[src/rtl/dsp_issue_ctrl.sv]
// Issue/interlock controller between fetch and DSPDecode: register scoreboard,
// RAW/WAW stall, flow-control issue hold and taken-branch fetch flush.
module dsp_issue_ctrl #(
   parameter int unsigned WB_LAT        = 3,
   parameter int unsigned LD_LAT        = 4,
   parameter int unsigned CNT_W         = 3,
   parameter int unsigned STALL_CNT_W   = 16,
   parameter int unsigned REG_ADDR_LEN  = 5,
   parameter int unsigned MEM_MODE_LEN  = 3,
   parameter int unsigned FLOW_MODE_LEN = 3,
   parameter logic [MEM_MODE_LEN-1:0]  MEM_LD     = MEM_MODE_LEN'(1),
   parameter logic [MEM_MODE_LEN-1:0]  MEM_LD_IMM = MEM_MODE_LEN'(2),
   parameter logic [FLOW_MODE_LEN-1:0] FLOW_NONE  = FLOW_MODE_LEN'(0)
) (
   input  logic                     clk,
   input  logic                     rst,
   input  logic                     dec_valid,
   input  logic                     dec_src1_use,
   input  logic                     dec_src2_use,
   input  logic                     dec_src3_use,
   input  logic [REG_ADDR_LEN-1:0]  dec_reg_addr1,
   input  logic [REG_ADDR_LEN-1:0]  dec_reg_addr2,
   input  logic [REG_ADDR_LEN-1:0]  dec_reg_addr3,
   input  logic [REG_ADDR_LEN-1:0]  dec_reg_dest,
   input  logic                     dec_write_back_en,
   input  logic [MEM_MODE_LEN-1:0]  dec_mem_mode,
   input  logic [FLOW_MODE_LEN-1:0] dec_flow_mode,
   input  logic                     pipe_hold,
   input  logic                     br_resolve_valid,
   input  logic                     br_taken,
   output logic                     issue_valid,
   output logic                     dec_stall,
   output logic                     fetch_flush,
   output logic [STALL_CNT_W-1:0]   stall_count
);

   localparam int unsigned NUM_REGS = 32'(1) << REG_ADDR_LEN;

   typedef enum logic {RUN, BR_WAIT} state_t;

   state_t           state;
   logic [CNT_W-1:0] cnt [NUM_REGS];
   logic [CNT_W-1:0] new_cnt;
   logic             is_load;
   logic             src_hz;
   logic             waw_hz;
   logic             hz;

   // The issue cycle is the first of the latency cycles, so a consumer
   // presented right behind the producer issues exactly LAT cycles later.
   always_comb begin
      is_load = (dec_mem_mode == MEM_LD) || (dec_mem_mode == MEM_LD_IMM);
      new_cnt = is_load ? CNT_W'(LD_LAT - 1) : CNT_W'(WB_LAT - 1);
      src_hz  = (dec_src1_use && (cnt[dec_reg_addr1] != '0)) ||
                (dec_src2_use && (cnt[dec_reg_addr2] != '0)) ||
                (dec_src3_use && (cnt[dec_reg_addr3] != '0));
      waw_hz  = dec_write_back_en && (cnt[dec_reg_dest] > new_cnt);
      hz      = dec_valid && (src_hz || waw_hz);
      issue_valid = !rst && dec_valid && !hz && !pipe_hold && (state == RUN);
      dec_stall   = !rst && dec_valid && !issue_valid;
   end

   // Scoreboard: frozen under pipe_hold, new writer overrides the decrement.
   always_ff @(posedge clk or posedge rst) begin
      if (rst) begin
         for (int unsigned i = 0; i < NUM_REGS; i++) cnt[i] <= '0;
      end else if (!pipe_hold) begin
         for (int unsigned i = 0; i < NUM_REGS; i++) begin
            if (issue_valid && dec_write_back_en && (dec_reg_dest == REG_ADDR_LEN'(i)))
               cnt[i] <= new_cnt;
            else if (cnt[i] != '0)
               cnt[i] <= cnt[i] - CNT_W'(1);
         end
      end
   end

   // Flow-control FSM; resolution is accepted regardless of pipe_hold.
   always_ff @(posedge clk or posedge rst) begin
      if (rst) begin
         state       <= RUN;
         fetch_flush <= 1'b0;
      end else begin
         fetch_flush <= 1'b0;
         case (state)
            RUN: begin
               if (issue_valid && (dec_flow_mode != FLOW_NONE)) state <= BR_WAIT;
            end
            BR_WAIT: begin
               if (br_resolve_valid) begin
                  state       <= RUN;
                  fetch_flush <= br_taken;
               end
            end
            default: state <= RUN;
         endcase
      end
   end

   // Saturating stall performance counter.
   always_ff @(posedge clk or posedge rst) begin
      if (rst)
         stall_count <= '0;
      else if (dec_stall && (stall_count != '1))
         stall_count <= stall_count + STALL_CNT_W'(1);
   end

endmodule

[config.mk]
export PLATFORM = sky130hd
export DESIGN_NAME = dsp_issue_ctrl
export DESIGN_NICKNAME = d
export VERILOG_FILES = /design/src/rtl/dsp_issue_ctrl.sv
export SDC_FILE = /design/constraint.sdc
export NUM_CORES = 1
export LEC_CHECK = 0
export CAP_MARGIN = 25
export CORE_ASPECT_RATIO = 0.8
export CORE_UTILIZATION = 25
export CTS_CLUSTER_SIZE = 30
export DETAILED_ROUTE_END_ITERATION = 12
export PLACE_DENSITY = 0.4
export SETUP_SLACK_MARGIN = 0.3
export SYNTH_ARGS = -nofsm -noshare
export SYNTH_HDL_FRONTEND = slang
export SYNTH_SLANG_ARGS = --single-unit
[constraint.sdc]
create_clock -name clk -period 15.3 [get_ports clk]
set_input_delay 4.59 -clock clk [delete_from_list [all_inputs] [get_ports clk]]
set_output_delay 4.59 -clock clk [all_outputs]
set_load 0.02 [all_outputs]
* Word level (Yosys, flattened, before mapping) *
Cells that the tools add are included.

storage, ports and cells
  register bits = 114
  input port bits = 36
  output and inout port bits = 19
  logic and storage cells = 349

operators by class
  add/sub/neg operators = 33
  magnitude comparators = 5
  equality and inequality tests = 34
  muxes and demuxes = 82
  bitwise operators = 6
  reduce and logical (&&, ||, !) cells = 154

operators by type and width
  kind                   count
  $mux 3                 72
  $reduce_bool 3->1      36
  $sub 3x1->3 const B    32
  $eq 5x5->1 const B     16
  $reduce_and 2->1       32
  $reduce_bool 2->1      32
  $bmux 3 s5             4
  $logic_and 1x1->1      45
  $eq 5x4->1 const B     8
  $ge 6x6->1 const B     4
  $not 5->6              4
  $eq 5x3->1 const B     4
  $add 16x1->16 const B  1
  $ne 16x16->1 const B   1
  $eq 5x2->1 const B     2
  $eq 5x1->1 const B     1
  $logic_not 5->1        1
  $mux 1                 5
  $logic_not 1->1        4
  $logic_or 1x1->1       4
  $eq 3x1->1 const B     1
  $eq 3x2->1 const B     1
  $gt 3x2->1             1
  $not 1->1              2
  $pmux 1 s2             1

* Longest topological paths before layout *
Gate-level depths: netlist (run 1).

  depth after elaboration = 18
  depth in mapped cells = 19

* Worst setup path after synthesis (run 1) *
OpenSTA, ideal clock, no wires.

  path type = in2out
  from = input port rst
  to = output port dec_stall
  arrival = 9.233 ns
  slack = 1.477 ns
  cell stages on the path = 12
  path buffers = 3
  cells stage by stage = inv_1 > nand2_1 > nor3_1 > nor4b_1 > nand4_1 > a211oi_2 > nand2b_1 > buf_6 > inv_6 > buf_12 > buf_6 > nor2_1

on the way
  word-level cells in the longest chain between the ends = 7

ends and longest elaborated chain
  what                            line  source
  start, declared                 16    input logic rst,
  $logic_not 1->1 (no line)       --
  $logic_and 1x1->1 (4 in a row)  59    issue_valid = !rst && dec_valid && !hz && !pipe_hold && (state == RUN);
  named net issue_valid           31    output logic issue_valid,
  $logic_not 1->1                 60    dec_stall = !rst && dec_valid && !issue_valid;
  $logic_and 1x1->1               60
  end, declared                   32    output logic dec_stall,

The timed path passes the listed nets, and every way through them passes these cells.

* Final worst setup path (run 1) *
  from = input port dec_reg_dest[0]
  to = output port dec_stall

on the way
  word-level cells in the longest chain between the ends = 14

ends and longest elaborated chain
  what                                       line  source
  start, declared                            24    input logic [REG_ADDR_LEN-1:0] dec_reg_dest,
  $not 5->6 (implied by the code)            57    waw_hz = dec_write_back_en && (cnt[dec_reg_dest] > new_cnt);
  $bmux 3 s5                                 57
  $mux 3 (implied by the code) (2 in a row)  57
  $gt 3x2->1                                 57
  $logic_and 1x1->1                          57
  $logic_or 1x1->1                           58    hz = dec_valid && (src_hz || waw_hz);
  $logic_and 1x1->1                          58
  $logic_not 1->1                            59
  $logic_and 1x1->1 (3 in a row)             59
  $logic_not 1->1                            60
  $logic_and 1x1->1                          60

No other way between the ends. The select of a mux whose other input is x is not followed.

==> results of run 1 <==
## worst max-delay path: stages
cell and delay, ns:
sky130_fd_sc_hd__buf_2 0.36, sky130_fd_sc_hd__buf_4 0.37, sky130_fd_sc_hd__mux4_2 0.55, sky130_fd_sc_hd__mux4_2 0.47, sky130_fd_sc_hd__mux2i_1 0.15, sky130_fd_sc_hd__ha_1 0.25, sky130_fd_sc_hd__nor2_1 0.09, sky130_fd_sc_hd__and3_1 0.16
sky130_fd_sc_hd__o21ai_1 0.08, sky130_fd_sc_hd__o2111ai_2 0.19, sky130_fd_sc_hd__nand2b_2 0.20, sky130_fd_sc_hd__inv_6 0.14, sky130_fd_sc_hd__nor2_1 0.12, sky130_fd_sc_hd__clkdlybuf4s50_1 0.61
## metal layers
| metal | vias up | global-route usage [%] | share of wire [%] |
|---|---|---|---|
| li1 | 4287 | - | - |
| met3 | 44 | 4.48 | 6.0 |
| met1 | 4436 | 27.6 | 51 |
| met2 | 273 | 26.9 | 41 |
| met5 | - | 0 | 0 |
| met4 | 0 | 6.26 | 2.0 |
## area by class of cell
class	count	area (µm²)
inverters	106	405
flip-flops and latches	114	2850
multi-input cells	833	5940
fillers	3917	26400
clock inverters	12	184
repair buffers	65	631
well taps	487	609
clock buffers	20	437
## kinds of logic (layout without fill, tap and decap cells)
family | after synthesis | after routing | share of synthesized area (%)
buffers and inverters | 177 | 203 | 8.57
AND/OR/NAND/NOR | 452 | 452 | 23.2
multiplexers | 36 | 36 | 7.31
XOR/XNOR | 16 | 16 | 1.54
adder cells (fa/ha/maj) | 66 | 66 | 8.60
flip-flops | 114 | 114 | 29.7
AO/OA/AOI/OAI | 263 | 263 | 21.1
## power by group through the flow
stage | clock [W] | sequential, W | combinational, W
2_1_floorplan | 0 | 0.000568 | 0.000663
3_3_place_gp | 0 | 0.000680 | 0.000849
3_5_place_dp | 0 | 0.000672 | 0.000855
4_1_cts | 0.000446 | 0.000669 | 0.000859
5_1_grt | 0.000464 | 0.000697 | 0.000987
6_report | 0.000435 | 0.000677 | 0.000861
## through the flow
step	utilization, %	std cells	setup WS [ns]	area [µm²]
floorplan	-	1124	1.48	9600
global placement	27.8	1604	2.35	10400
detailed placement	27.8	1604	2.34	10400
CTS	29.5	1636	2.34	11000
global route	29.5	1637	2.12	11100
finish	29.5	1637	2.38	11100
## registers in the layout (all words and copies together) (netlist names)
signal       cells
stall_count     16
fetch_flush      1
state            1
cnt             96
## placed cells by master (no fill, tap or decap), drive strengths merged, types with 32 or more instances in the layout
master         synthesis  layout
nor3                  70      70
nand3                 66      66
dfrtp                114     114
ha                    66      66
a22oi                 38      38
nand2                112     112
inv                  106     106
a21oi                 46      46
nor2                  83      83
clkdlybuf4s50          0      51
nor4                  32      32
## path summary, 6_finish.rpt
path / cells after the start / to
worst min-delay path: 1 / stall_count[14]
worst max-delay path: 14 / dec_stall
worst min register to register: 1 / stall_count[14]
min in group asynchronous: 3 / stall_count[11]
worst max register to register: 13 / stall_count[1]
max in group asynchronous: 4 / cnt[90]
==> results by group, run 1 <==
Routing
  • Detailed-route via count: 9,040
  • Routed wirelength normalized by instance count: 21.9 µm
  • DRT iter0 DRCs: around 860
  • Final routed wirelength across all metal layers: approximately 36,000 µm
  • Antenna Nets Post-Route: 0
  • DRC Markers: 0
  • DR vias/cell: between 5 and 6
  • Number of iterations in the first detailed-routing pass: 5

Global routing
  • Wire length of the first global-routing pass: between 50,000 and 60,000 µm
  • Via count of the first global-routing pass: roughly 8,700
  • Pin count of the biggest net entering global routing: between 60 and 70
  • Overall track demand over capacity in global routing: 18.9%
  • Remaining global-route overflow: 0
  • Number of antenna violations at the first check in global routing: 0

Power and ir drop
  • Pwr dens: ~180 mW/mm²
  • Switching Share: between 40% and 50%
  • Worst vdd rail ir drop: a little under 0.00009 V
  • Logic pwr share: approximately 44%
  • Internal Power: approximately 0.0011 W
  • Standby leakage power: 4.46 nW
  • Proportion of power drawn by flip-flops and latches: ~34%
  • Relative contribution of the clock network to total power: a little over a fifth
  • Net Sw Power: 0.000874 W
  • Tot Pwr: about 0.0020 W

Place
  • Post-DP HPWL: 25,100 µm
  • Routability-driven placement congestion ratio: between 0.8 and 0.9
  • Port buffer count: 54

Setup path
  • Crit. Startpoint: dec_reg_dest[0]
  • Largest fanout on the critical path: 32
  • Worst setup SP type: input port
  • R2R setup slack: around 11 ns
  • Crit path kind: input port to output port
  • Nature of the critical path endpoint: output port
  • Arrival time of the worst setup path: approximately 8.3 ns
  • Worst R2R Start: cnt[3]
  • WP data required: around 11 ns

Yosys
  • Ys flop type: sky130_fd_sc_hd__dfrtp_1
  • Cell type contributing the most total cell area after synthesis: sky130_fd_sc_hd__dfrtp_1
  • Post-synth top area share: 29.7%
  • Distinct cell type count after synthesis: 66
  • Net count after synthesis: 1,226
  • Number of flip-flops and latches in the synthesized netlist: 114
  • Most instantiated cells after synthesis: 114 x sky130_fd_sc_hd__dfrtp_1, 112 x sky130_fd_sc_hd__nand2_1, 105 x sky130_fd_sc_hd__inv_1
  • Most instantiated library cell after synthesis: sky130_fd_sc_hd__dfrtp_1
  • Synthesized instance count: approximately 1,100
  • Mean post-synth cell area: ~8.5 µm²
  • Post-synthesis instance area: around 0.0096 mm²
  • Share of flip-flops with an asynchronous set or reset: between 90% and 100%
  • Main area contributors after synthesis: sky130_fd_sc_hd__dfrtp_1 30%, sky130_fd_sc_hd__ha_1 8.6%, sky130_fd_sc_hd__mux4_2 6.3%
  • Post-synth EDFFs: 0
  • Seq/Total Area, Yosys: just under 30%
  • Yosys warns: 0

Finish
  • Layout cell share with drive strength beyond 1: 8.78%
  • Number of nets in the layout: about 1,200
  • # diodes: 0
  • Area Growth Syn to Fin: 15.2%

Floorplan
  • Die area: between 0.03 and 0.04 mm²
  • Number of cell rows: between 60 and 70
  • Chip height: 177 µm
  • Core box area: 0.0374 mm²
  • Width of the chip: 221 µm
  • Count of pins on the block boundary: 55
  • Starting density of the core: 25.6%

Clocking
  • # clock sinks: about 110
  • Resized Gates After CTS: 0
  • Register clock-pin slew on the reported worst setup and hold paths: approximately 0.060 ns
  • Maximum level of the CTS H-tree: 4
  • Hold_buf cts: 0
  • Postcts setup bufs: 0
  • TritonCTS clock tree: yes
  • Number of buffers created by CTS: 17
  • Maximum root-to-sink buffer count: 2
  • Root buf cell: sky130_fd_sc_hd__clkbuf_16
  • Clk_lat worst skew: 0.44 ns

STA
  • # setup viols final: 0
  • Setup repair after global routing missed its margin: no
  • Max-slew violation count: 0
  • Actual transition at the worst max-transition pin: 0.975 ns
  • Relative slew margins: 34.8%
  • Post-route worst hold slack: around 0.5 ns
  • Aggregate negative setup slack: 0 ns
  • Post-layout min period: 12.92 ns
  • Final number of hold-violating endpoints: 0
  • Highest clock frequency the design can meet: 77.4 MHz
  • Final critical-path share of the clock period: 84.4%
  • Clock Skew: 0.0132 ns

Outcome
  • Run status: finished clean

Job
  • Number of violations of the max-capacitance limit: 0

Hold path
  • Min-delay worst type: flip-flop to flip-flop
  • Worst hold start: stall_count[14]
Note: power is estimated with default switching activity, not from simulation.
==> inputs of run 2 (changes only) <==
Settings changed: PLACE_DENSITY 0.4 to 0.41.
Clock period 15.3 ns to 10.5 ns, I/O delays scaled along.
==> run 2 against run 1 <==
- total power rose by 44%
- sequential power up 48%
- routed wire length rose by 4.0%
- core utilization is 0.16 points higher
- critical path depth fell by 1
- combinational power up 48%
- final cell count is 0.92% higher
- non-clock buffer count is 15 higher
- register-to-register slack got worse by 4.6 ns
- largest cell class unchanged
- clock skew fell by 0.0013 ns
- count of clock-buffer cells in the layout is 2 lower
==> results by group, run 2 (synthesis results as in run 1) <==
Outcome
  • Run status: finished clean (unchanged)

Clocking
  • Postcts setup bufs: 0 (unchanged)
  • Root buf cell: sky130_fd_sc_hd__clkbuf_16 (unchanged)
  • Clk_lat worst skew: 0.45 ns (was 0.44 ns)
  • Hold_buf cts: 0 (unchanged)
  • # clock sinks: 114 (unchanged)
  • Maximum root-to-sink buffer count: 2 (unchanged)
  • Register clock-pin slew on the reported worst setup and hold paths: 0.06 ns (about the same)
  • Maximum level of the CTS H-tree: 4 (unchanged)
  • Number of buffers created by CTS: 17 (unchanged)
  • Resized Gates After CTS: 0 (unchanged)
  • TritonCTS clock tree: yes (unchanged)

STA
  • Actual transition at the worst max-transition pin: 0.880 ns (was 0.975 ns)
  • Min setup slack post-route: 0.517 ns (was 2.38 ns)
  • Setup repair after global routing missed its margin: no (unchanged)
  • Max-slew violation count: 0 (unchanged)
  • # setup viols final: 0 (unchanged)
  • Post-layout min period: approximately 10 ns
  • Relative slew margins: 41.3% (was 34.8%)
  • Final number of hold-violating endpoints: 0 (unchanged)
  • Highest clock frequency the design can meet: 100 MHz
  • Clock Skew: 0.0119 ns (was 0.0132 ns)
  • Final critical-path share of the clock period: 95.1%
  • Aggregate negative setup slack: 0 ns (unchanged)

Finish
  • Layout Cell Area excl Fill: 0.0111 mm² (about the same)
  • Highest-count cells in the layout ignoring fill and taps: 114 x sky130_fd_sc_hd__dfrtp_1, 112 x sky130_fd_sc_hd__nand2_1, 104 x sky130_fd_sc_hd__inv_1 (unchanged)
  • Layout cell share with drive strength beyond 1: 10.1% (was 8.78%)
  • Number of nets in the layout: 1,254 (was 1,239)
  • Most frequent standard cell in the layout excluding fill and tap cells: sky130_fd_sc_hd__dfrtp_1 (unchanged)
  • Register with the most flip-flops: cnt (unchanged)
  • Area Growth Syn to Fin: 15.9% (was 15.2%)
  • Flip-flop count of the largest register after layout: 96 (unchanged)
  • Largest registers: cnt (96), stall_count (16) (unchanged)
  • # diodes: 0 (unchanged)
  • Post-route core utilization: 29.7% (was 29.5%)

Place
  • Routability-driven placement congestion ratio: 0.894 (was 0.874)
  • Post-DP HPWL: 26,300 µm (was 25,100 µm)
  • Placed cell areas: 0.0105 mm² (was 0.0104 mm²)
  • Port buffer count: 54 (unchanged)
  • Pre-CTS setup slack: 0.523 ns (was 2.34 ns)

Routing
  • DRC Markers: 0 (unchanged)
  • Detailed-route via count: 9,427 (was 9,040)
  • WL met2: 15,000 µm (was 14,700 µm)
  • Highest routed layer: met4 (unchanged)
  • Antenna Nets Post-Route: 0 (unchanged)
  • Final routed wirelength across all metal layers: 37,300 µm (was 35,800 µm)
  • DRT iter0 DRCs: 1,007 (was 861)
  • Total met3 wirelength after detailed routing: 3420 µm (was 2160 µm)
  • Total routed wire length on the met1 layer: 18,200 µm (unchanged)
  • DR vias/cell: 5.71 (was 5.52)
  • Number of iterations in the first detailed-routing pass: 5 (unchanged)
  • Routed wirelength normalized by instance count: 22.6 µm (was 21.9 µm)

Global routing
  • Overall track demand over capacity in global routing: 19.2% (was 18.9%)
  • Number of antenna violations at the first check in global routing: 0 (unchanged)
  • Via count of the first global-routing pass: 8,725 (was 8,677)
  • Pin count of the biggest net entering global routing: 71 (was 69)
  • Wire length of the first global-routing pass: 56,400 µm (was 55,400 µm)
  • Remaining global-route overflow: 0 (unchanged)

Power and ir drop
  • Switching Share: 46.0% (was 44.3%)
  • Relative contribution of the clock network to total power: 20.4% (was 22.0%)
  • Worst vdd rail ir drop: 0.000127 V (was 0.0000895 V)
  • Proportion of power drawn by flip-flops and latches: 35.2% (was 34.3%)
  • Net Sw Power: 0.00131 W (was 0.000874 W)
  • Standby leakage power: 4.50 nW (was 4.46 nW)
  • Pwr dens: 256 mW/mm² (was 178 mW/mm²)
  • Logic pwr share: 44.4% (was 43.6%)
  • Internal Power: 0.00154 W (was 0.00110 W)

Setup path
  • Worst Reg-to-Reg Cells: 13 (unchanged)
  • Largest fanout on the critical path: 12 (was 32)
  • Arrival time of the worst setup path: 6.83 ns (was 8.33 ns)
  • Destination of the worst register-to-register timing path: stall_count[3] (was stall_count[1])
  • Crit path to: dec_stall (unchanged)
  • Crit. Startpoint: dec_reg_dest[1] (was dec_reg_dest[0])
  • Worst R2R Start: cnt[57] (was cnt[3])
  • WP data required: 7.35 ns (was 10.71 ns)
  • Crit path kind: input port to output port (unchanged)
  • Worst setup SP type: input port (unchanged)
  • Nature of the critical path endpoint: output port (unchanged)
  • R2R setup slack: 6.56 ns (was 11.18 ns)

Floorplan
  • Die area: 0.0392 mm² (unchanged)
  • Count of pins on the block boundary: 55 (unchanged)
  • Chip height: 177 µm (unchanged)
  • Width of the chip: 221 µm (unchanged)
  • Core box area: 0.0374 mm² (unchanged)
  • Starting density of the core: 25.6% (unchanged)
  • Number of cell rows: 63 (unchanged)

Hold path
  • Min-delay worst type: flip-flop to flip-flop (unchanged)

Job
  • Number of violations of the max-capacitance limit: 0 (unchanged)
[run 2: worst min-delay path by stage]
stage / to / cells past startpoint / startpoint
2_1_floorplan: fetch_flush / 1 / state
3_3_place_gp: stall_count[10] / 1 / stall_count[10]
3_5_place_dp: stall_count[10] / 1 / stall_count[10]
4_1_cts: stall_count[10] / 1 / stall_count[10]
5_1_grt: stall_count[10] / 1 / stall_count[10]
6_report: stall_count[10] / 1 / stall_count[10]
[run 2: per-stage QoR]
step,total power (W),hold WS (ns),cells
finish,0.00285,0.487,1652
floorplan,0.00179,0.501,1124
CTS,0.00284,0.492,1651
global placement,0.00224,0.476,1619
detailed placement,0.00224,0.477,1619
global route,0.00308,0.501,1652
[run 2: final cells by class]
type / count / area (µm²)
Fill cell: 3941 / 26300
Multi-Input combinational cell: 833 / 5940
Sequential cell: 114 / 2850
Timing Repair Buffer: 80 / 741
Tap cell: 487 / 609
Clock buffer: 18 / 439
Inverter: 106 / 407
Clock inverter: 14 / 130
[run 2: metal layers]
layer,up-vias,track usage [%]
li1,4307,-
met1,4681,28.7
met2,400,26.5
met3,39,5.38
met4,0,5.45
met5,-,0
[run 2: critical path: stages]
cell                              delay (ns)
sky130_fd_sc_hd__clkdlybuf4s50_1        0.87
sky130_fd_sc_hd__mux4_2                 0.42
sky130_fd_sc_hd__mux4_2                 0.49
sky130_fd_sc_hd__mux2i_1                0.15
sky130_fd_sc_hd__ha_1                   0.25
sky130_fd_sc_hd__nor2_1                 0.08
sky130_fd_sc_hd__and3_1                 0.15
sky130_fd_sc_hd__o21ai_1                0.09
sky130_fd_sc_hd__o2111ai_2              0.20
sky130_fd_sc_hd__nand2b_2               0.20
sky130_fd_sc_hd__inv_6                  0.07
sky130_fd_sc_hd__nor2_1                 0.08
sky130_fd_sc_hd__clkdlybuf4s50_1        0.62
[run 2: power groups by stage]
stage	sequential, W	clock, W	combinational (W)
floorplan	0.000827	0	0.000967
finish	0.00100	0.000582	0.00127
global route	0.00103	0.000615	0.00144
CTS	0.000987	0.000599	0.00126
global placement	0.00100	0	0.00124
detailed placement	0.000991	0	0.00125
